[src/rtl/cronometro_pkg.sv]
// Shared stopwatch constants: state codes, estado width, BCD digit limits.
// Latency: n/a (declarations only).
// Backpressure: n/a.
package cronometro_pkg;

   localparam int ESTADO_W = 3;

   // State codes shared with the stopwatch state machine
   typedef enum logic [ESTADO_W-1:0] {
      INICIO = 3'd0,
      CONTAR = 3'd1,
      PAUSAR = 3'd2,
      PARAR  = 3'd3
   } estado_t;

   // Upper limit of each BCD digit in MM:SS.CC
   localparam logic [3:0] MAX_CEN_U = 4'd9;
   localparam logic [3:0] MAX_CEN_D = 4'd9;
   localparam logic [3:0] MAX_SEG_U = 4'd9;
   localparam logic [3:0] MAX_SEG_D = 4'd5;
   localparam logic [3:0] MAX_MIN_U = 4'd9;
   localparam logic [3:0] MAX_MIN_D = 4'd5;

   // Six BCD digits, most significant first
   typedef struct packed {
      logic [3:0] min_d;
      logic [3:0] min_u;
      logic [3:0] seg_d;
      logic [3:0] seg_u;
      logic [3:0] cen_d;
      logic [3:0] cen_u;
   } tempo_t;

   // True when every digit sits at its limit (59:59.99)
   function automatic logic tempo_no_limite(input tempo_t t);
      return (t.min_d == MAX_MIN_D) && (t.min_u == MAX_MIN_U) &&
             (t.seg_d == MAX_SEG_D) && (t.seg_u == MAX_SEG_U) &&
             (t.cen_d == MAX_CEN_D) && (t.cen_u == MAX_CEN_U);
   endfunction

endpackage

[src/rtl/digito_bcd.sv]
// One BCD digit of the carry chain; wraps at MAX and carries out.
// Latency: q updates on the edge after cin; cout is combinational.
// Backpressure: none; cin is a one-cycle enable.
module digito_bcd
   import cronometro_pkg::*;
#(
   parameter logic [3:0] MAX = MAX_CEN_U
) (
   input  logic       clk,
   input  logic       reset,
   input  logic       clr,
   input  logic       cin,
   output logic [3:0] q,
   output logic       cout
);

   logic [3:0] r_q;

   // Digit register: reset/clear to 0, otherwise step on carry-in with wrap at MAX
   always_ff @(posedge clk) begin
      if (!reset) begin
         r_q <= 4'd0;
      end else if (clr) begin
         r_q <= 4'd0;
      end else if (cin) begin
         r_q <= (r_q == MAX) ? 4'd0 : r_q + 4'd1;
      end
   end

   assign q    = r_q;
   assign cout = cin && (r_q == MAX);

endmodule

[src/rtl/contador_tempo.sv]
// Stopwatch timekeeping: prescaler -> centisecond tick -> BCD MM:SS.CC chain -> display register.
// Latency: tick DIV cycles after counting starts; live digits step one cycle after tick; display one cycle behind live.
// Backpressure: none; enable=0 freezes the display while live time keeps running.
module contador_tempo
   import cronometro_pkg::*;
#(
   parameter int CLK_HZ  = 50_000_000,
   parameter int TICK_HZ = 100
) (
   input  logic                clk,
   input  logic                reset,
   input  logic [ESTADO_W-1:0] estado,
   input  logic                contando,
   input  logic                enable,
   output logic [3:0]          min_d,
   output logic [3:0]          min_u,
   output logic [3:0]          seg_d,
   output logic [3:0]          seg_u,
   output logic [3:0]          cen_d,
   output logic [3:0]          cen_u,
   output logic                tick,
   output logic                estouro
);

   localparam int DIV   = CLK_HZ / TICK_HZ;
   localparam int PRE_W = (DIV > 1) ? $clog2(DIV) : 1;

   logic [PRE_W-1:0] r_pre;
   logic             r_tick;
   logic             r_estouro;
   tempo_t           r_disp;

   logic             w_clr;
   logic             w_pre_wrap;
   logic [6:0]       w_carry;
   tempo_t           w_live;

   assign w_clr      = (estado == INICIO);
   assign w_pre_wrap = contando && (r_pre == PRE_W'(DIV - 1));

   // Prescaler: runs while counting, holds the sub-tick fraction across pauses
   always_ff @(posedge clk) begin
      if (!reset) begin
         r_pre <= '0;
      end else if (w_clr) begin
         r_pre <= '0;
      end else if (contando) begin
         r_pre <= w_pre_wrap ? '0 : r_pre + 1'b1;
      end
   end

   // tick/estouro registers. Live time cannot move on the edge that raises tick
   // (tick is never back-to-back), so the current digits decide the wrap.
   always_ff @(posedge clk) begin
      if (!reset) begin
         r_tick    <= 1'b0;
         r_estouro <= 1'b0;
      end else if (w_clr) begin
         r_tick    <= 1'b0;
         r_estouro <= 1'b0;
      end else begin
         r_tick    <= w_pre_wrap;
         r_estouro <= w_pre_wrap && tempo_no_limite(w_live);
      end
   end

   // Live BCD carry chain, least significant digit first
   assign w_carry[0] = r_tick;

   digito_bcd #(.MAX(MAX_CEN_U)) u_cen_u (
      .clk(clk), .reset(reset), .clr(w_clr), .cin(w_carry[0]), .q(w_live.cen_u), .cout(w_carry[1])
   );
   digito_bcd #(.MAX(MAX_CEN_D)) u_cen_d (
      .clk(clk), .reset(reset), .clr(w_clr), .cin(w_carry[1]), .q(w_live.cen_d), .cout(w_carry[2])
   );
   digito_bcd #(.MAX(MAX_SEG_U)) u_seg_u (
      .clk(clk), .reset(reset), .clr(w_clr), .cin(w_carry[2]), .q(w_live.seg_u), .cout(w_carry[3])
   );
   digito_bcd #(.MAX(MAX_SEG_D)) u_seg_d (
      .clk(clk), .reset(reset), .clr(w_clr), .cin(w_carry[3]), .q(w_live.seg_d), .cout(w_carry[4])
   );
   digito_bcd #(.MAX(MAX_MIN_U)) u_min_u (
      .clk(clk), .reset(reset), .clr(w_clr), .cin(w_carry[4]), .q(w_live.min_u), .cout(w_carry[5])
   );
   digito_bcd #(.MAX(MAX_MIN_D)) u_min_d (
      .clk(clk), .reset(reset), .clr(w_clr), .cin(w_carry[5]), .q(w_live.min_d), .cout(w_carry[6])
   );

   // The registered estouro must coincide with the chain's own overflow carry
   a_estouro_carry: assert property (@(posedge clk) disable iff (!reset)
      r_estouro == w_carry[6]);

   // Display register: tracks live time while enabled, freezes for lap view otherwise
   always_ff @(posedge clk) begin
      if (!reset) begin
         r_disp <= '0;
      end else if (enable) begin
         r_disp <= w_live;
      end
   end

   assign min_d   = r_disp.min_d;
   assign min_u   = r_disp.min_u;
   assign seg_d   = r_disp.seg_d;
   assign seg_u   = r_disp.seg_u;
   assign cen_d   = r_disp.cen_d;
   assign cen_u   = r_disp.cen_u;
   assign tick    = r_tick;
   assign estouro = r_estouro;

endmodule

[config.mk]
export PLATFORM = sky130hd
export DESIGN_NAME = contador_tempo
export DESIGN_NICKNAME = d
export VERILOG_FILES = /design/src/rtl/cronometro_pkg.sv /design/src/rtl/digito_bcd.sv /design/src/rtl/contador_tempo.sv
export SDC_FILE = /design/constraint.sdc
export NUM_CORES = 1
export LEC_CHECK = 0
export ABC_CLOCK_PERIOD_IN_PS = 4120
export BUFFER_PORTS_ARGS = -buffer_cell sky130_fd_sc_hd__buf_2
export CORE_ASPECT_RATIO = 1.75
export CORE_MARGIN = 1.5
export CORE_UTILIZATION = 45
export DETAILED_ROUTE_END_ITERATION = 6
export SLEW_MARGIN = 40
export SYNTH_ARGS = -nofsm -noshare
export SYNTH_HDL_FRONTEND = slang
export SYNTH_SLANG_ARGS = --single-unit
[constraint.sdc]
create_clock -name clk -period 4.12 [get_ports clk]
set_input_delay 0.824 -clock clk [delete_from_list [all_inputs] [get_ports clk]]
set_output_delay 0.824 -clock clk [all_outputs]
set_load 0.02 [all_outputs]
# Yosys cells after proc, flatten, opt, wreduce, memory -nomap -nowiden

Cells that the tools add are included.

Input bits: 7
Latch bits: 0
Memories kept: 0
Word-level logic and storage cells: 51
Bits in read-only memories: 0
RAM bits: 0
Register bits after elaboration: 69

Add/subtract/negate cells: 7
Div/mod/pow operators: 0
Equal/unequal tests: 7
Mux-type cells: 7
Shift operators: 0
$lt $le $gt $ge: 0
Bitwise gates (word level): 1
Multiply operators: 0
Reductions and logical operators: 14

Operators with widths:

| cell                                                | count |
|---|---|
| adder 4 x 1 -> 4 bit, second input constant         | 6 |
| two-way mux 4 bit                                   | 6 |
| adder 19 x 1 -> 19 bit, second input constant       | 1 |
| equality test 19 bit, second input constant         | 1 |
| two-way mux 19 bit                                  | 1 |
| equality test 4 bit, second input constant          | 4 |
| logical AND 1 bit                                   | 12 |
| equality test 4 x 3 -> 1 bit, second input constant | 2 |
| logical NOT 3 bit                                   | 1 |
| OR reduction 2 bit                                  | 1 |
| NOT 1 bit                                           | 1 |

# Logic depth before layout (Yosys ltp)

Word-level depth: 7
Mapped depth: 6
Gate-level depth less buffers: 5

# Modules after synthesis

Synthesis repeated with hierarchy kept, for this count alone.

Cell total of the unflattened synthesis: 317
Area total of the unflattened synthesis: 3031.7 um^2

Modules (own cells, without submodules):

| module                   | instances | area each (um^2) | cells each |
|---|---|---|---|
| contador_tempo           | 1         | 1915.6           | 193 |
| digito_bcd (u_cen_d ...) | 4         | 187.7            | 21 |
| digito_bcd (u_min_d ...) | 2         | 182.7            | 20 |

# Worst setup path after synthesis

No wires, ideal clock.

Path type: in2reg
Start point: in contando
End point: reg r_pre[17]
Data arrival time: 2.082 ns
Path slack: 1.967 ns
Buffers on the path: 1
Setup time: 0.071 ns
Required time: 4.049 ns
Cell stages on the path: 5
Path through: buf_2 -> nand4_2 -> or4_4 -> or3_1 -> a21oi_1

Word-level cells in the longest chain between the ends: 2

RTL lines:

| item                 | RTL line             | RTL |
|---|---|---|
| from (decl)          | contador_tempo.sv:13 | `input logic contando,` |
| logical AND 1 bit    | contador_tempo.sv:39 | `assign w_pre_wrap = contando && (r_pre == PRE_W'(DIV - 1));` |
| two-way mux 19 bit   | contador_tempo.sv:48 | `r_pre <= w_pre_wrap ? '0 : r_pre + 1'b1;` |
| to (signal assigned) | contador_tempo.sv:48 |  |
| to (decl)            | contador_tempo.sv:28 | `logic [PRE_W-1:0] r_pre;` |

Several ways; a longest one is shown, not always the timed one.
A chain may end at the register's enable or synchronous reset.

# Final worst setup path

Start point: reg r_pre[0]
End point: reg r_pre[16]

Word-level cells in the longest chain between the ends: 3
Elaborated cells between the ends (all ways): 4
Classes of those cells: add/sub: 1; eq/ne: 1; mux: 1; reduce/logical: 1

RTL lines:

| item                                                           | RTL line |
|---|---|
| branches (longest 2 deep; another with adder 19 x 1 -> 19 bit) | - |
| two-way mux 19 bit (*)                                         | contador_tempo.sv:48 |

Every way passes the cells marked *.

==> results.sh <==
export IMPL_leakage_nw=1.36
export IMPL_drc=0
export IMPL_initial_core_util_pct=46.1
export IMPL_fp_dieH_um=113
export IMPL_stdcell_area_um2=3660
export IMPL_power_internal_mw=1.17
export IMPL_p_seq_share_pct=46.2
export IMPL_finalMaxSlewViolations=0
export IMPL_largest_register="r_pre"
export IMPL_drive_gt1_share_pct=16.1
export IMPL_power_density_nw_per_um2=398
export IMPL_nets=377
export IMPL_clkTransAtPathRegs_ns=0.05
export IMPL_cp_required_ns=4.31
export IMPL_synthArstFlopShare_pct=0
export IMPL_hold_depth=2
export IMPL_ff2ff_path_depth=5
export IMPL_cts_root_buffer="clkbuf_16"
export IMPL_status="completed"
export IMPL_netlist_area_um2=3140
export IMPL_tightest_slew_ns=0.698
export IMPL_place_congestion=0.838
export IMPL_cts_tree="done"
export IMPL_port_buffers=32
export IMPL_path_depth=5
export IMPL_syn_num_nets=351
export IMPL_post_dp_hpwl_um=4610
export IMPL_drtPass1Iterations=5
export IMPL_min_path_type="register to register"
export IMPL_final_seq_area_um2=1380
export IMPL_fillCellCount=693
export IMPL_wl_per_cell_um=13.9
export IMPL_period_minus_slack_ns=2.04
export IMPL_via_per_inst=5.42
export IMPL_largest_reg_flops=19
export IMPL_critPathMaxStageDelay_ns=0.57
export IMPL_post_cts_buffers=0
export IMPL_cp_start_kind="register"
export IMPL_grt_usage_pct=18.8
export IMPL_setup_tns_ns=0
export IMPL_netSwitchingFraction_pct=19.4
export IMPL_crit_fanout=15
export IMPL_ctsHoldBuffers=0
export IMPL_antenna_left=0
export IMPL_die_area_um2=7500
export IMPL_grt_pass1_vias=2357
export IMPL_cts_max_path_buffers=2
export IMPL_wirelength_um=6370
export IMPL_p_clk_share_pct=51.0
export IMPL_die_w_um=66.1
export IMPL_multi_input_area_um2=1660
export IMPL_synthDistinctLibCells=49
export IMPL_fin_crit_sh_pct=49.5
export IMPL_slew_limit_headroom_pct=53.5
export IMPL_worstPathCellList="ha_1 > and4_1 > nand3_1 > o21ai_2 > nor2_1"
export IMPL_worstSkewPairLatency_ns=0.33
export IMPL_crit_path_end_kind="register"
export IMPL_n_antenna_cell=0
export IMPL_vias=2479
export IMPL_fin_util_pct=53.8
export IMPL_max_vdd_ir_drop_mv=0.265
export IMPL_yosys_warnings=0
export IMPL_grt_pass1_wl_um=10800
export IMPL_ys_ff_latch=69
export IMPL_rsz0062_at_grt="false"
export IMPL_setup_violations=0
export IMPL_max_cap_viol_count=0
export IMPL_area_growth_synth_to_final_pct=16.6
export IMPL_critPathBufInv=0
export IMPL_grt_max_degree=27
export IMPL_h_tree_depth=3
export IMPL_hold_viol_final=0
export IMPL_skew_ns=0.00584
export IMPL_seq_area_frac_synth_pct=44.0
export IMPL_fmax_mhz=490
export IMPL_arrival_ns=2.23
export IMPL_combPwrFrac_pct=2.8
export IMPL_core_um2=6810
export IMPL_cts_sinks=69
export IMPL_num_rows=40
export IMPL_switchingPower_mw=0.283
export IMPL_crit_family="simple AND/OR/NAND/NOR gates"
export IMPL_synth_ff_type="dfxtp_1"
export IMPL_drt_initial_drc_count=146
export IMPL_io_pins=33
export IMPL_globalRouteOverflowTotal=0
export IMPL_critPathKind="register to register"
export IMPL_synth_edff_count=0
export IMPL_cts_resized=0
export IMPL_postSynthAreaPerCell_um2=9.15
export IMPL_dpl_instance_area_um2=3360
export IMPL_antenna_found_initial=0
export IMPL_critPathSlowestCell="o21ai_2"
export IMPL_synthCells=343
export IMPL_cts_buffers=9
[cell type report]
type,instances,area share (%)
Timing Repair Buffer,34,4.99
Tap cell,84,2.87
Sequential cell,69,37.8
Clock buffer,15,8.14
Inverter,9,0.923
Multi-Input combinational cell,246,45.3
[cell families (layout without fill, tap and decap cells)]
group / count (synthesis) / after routing / share of synthesized area, %
compound gates: 43 / 43 / 8.33
xor+xnor: 21 / 21 / 5.86
fa+ha+maj: 1 / 1 / 0.399
buf+inv: 28 / 58 / 3.71
flops: 69 / 69 / 44.0
mux: 26 / 26 / 8.29
simple gates: 155 / 155 / 29.4
[per-layer routing]
layer,global-route usage [%],wire [µm],up-vias
met1,20.0,2600,1173
met3,6.21,170,10
met5,0,0,-
li1,-,-,1267
met4,8.16,157,0
met2,33.1,3440,29
[cell usage after synthesis, types with 8 or more instances]
library cell / number / area [µm²]
a21oi_1: 15 / 75.1
nor2_1: 26 / 97.6
mux2i_1: 26 / 260
nand3_1: 14 / 70.1
xnor2_1: 15 / 131
nand4_1: 11 / 68.8
o21ai_0: 11 / 55.1
nand2_1: 18 / 67.6
dfxtp_1: 69 / 1380
inv_1: 9 / 33.8
buf_2: 8 / 40.0
nor4_1: 8 / 50.1
nor3_1: 10 / 50.1
clkbuf_1: 9 / 33.8
nor2b_1: 33 / 206
[through the flow]
stage               setup slack, ns  hold WS, ns  std cells  total power [mW]
global route                   1.90        0.535        457              1.52
floorplan                      1.97        0.453        343             0.713
CTS                            2.07        0.493        457              1.48
detailed placement             1.80        0.484        442             0.727
global placement               1.63        0.467        440             0.724
finish                         2.08        0.487        457              1.45
[power by group through the flow]
stage | combinational, mW | clock (mW) | sequential (mW)
after floorplan | 0.0280 | 0 | 0.685
after global placement | 0.0387 | 0 | 0.685
after detailed placement | 0.0415 | 0 | 0.685
after CTS | 0.0417 | 0.764 | 0.671
after global routing | 0.0445 | 0.801 | 0.671
final | 0.0410 | 0.742 | 0.672
[path summary, 6_finish.rpt]
path              from        end  slack (ns)
max reg2reg   r_pre[0]  r_pre[16]        2.08
max           r_pre[0]  r_pre[16]        2.08
min reg2reg  r_pre[17]  r_pre[17]        0.49
min          r_pre[17]  r_pre[17]        0.49
[tightest hold or removal path: stages, from the launching register on]
cell	delay, ns
dfxtp_1	0.31
o21ai_0	0.07
a21oi_1	0.06
[layout by cell type (no fill, tap or decap), types with 3 or more instances in the layout]
master	count
mux2i_1	26
xor2_1	6
nand2b_1	4
o21a_1	3
nor2_1	26
a21oi_1	15
dfxtp_1	69
nand4_1	11
clkbuf_8	5
nor2b_1	33
inv_1	9
nor4_1	8
nand3_1	14
or4_1	3
or3_1	4
nor3_1	10
nand2_1	18
clkbuf_16	9
buf_2	32
xnor2_1	15
o21ai_0	11
nor3b_1	3
(Power assumes the default switching activity.)
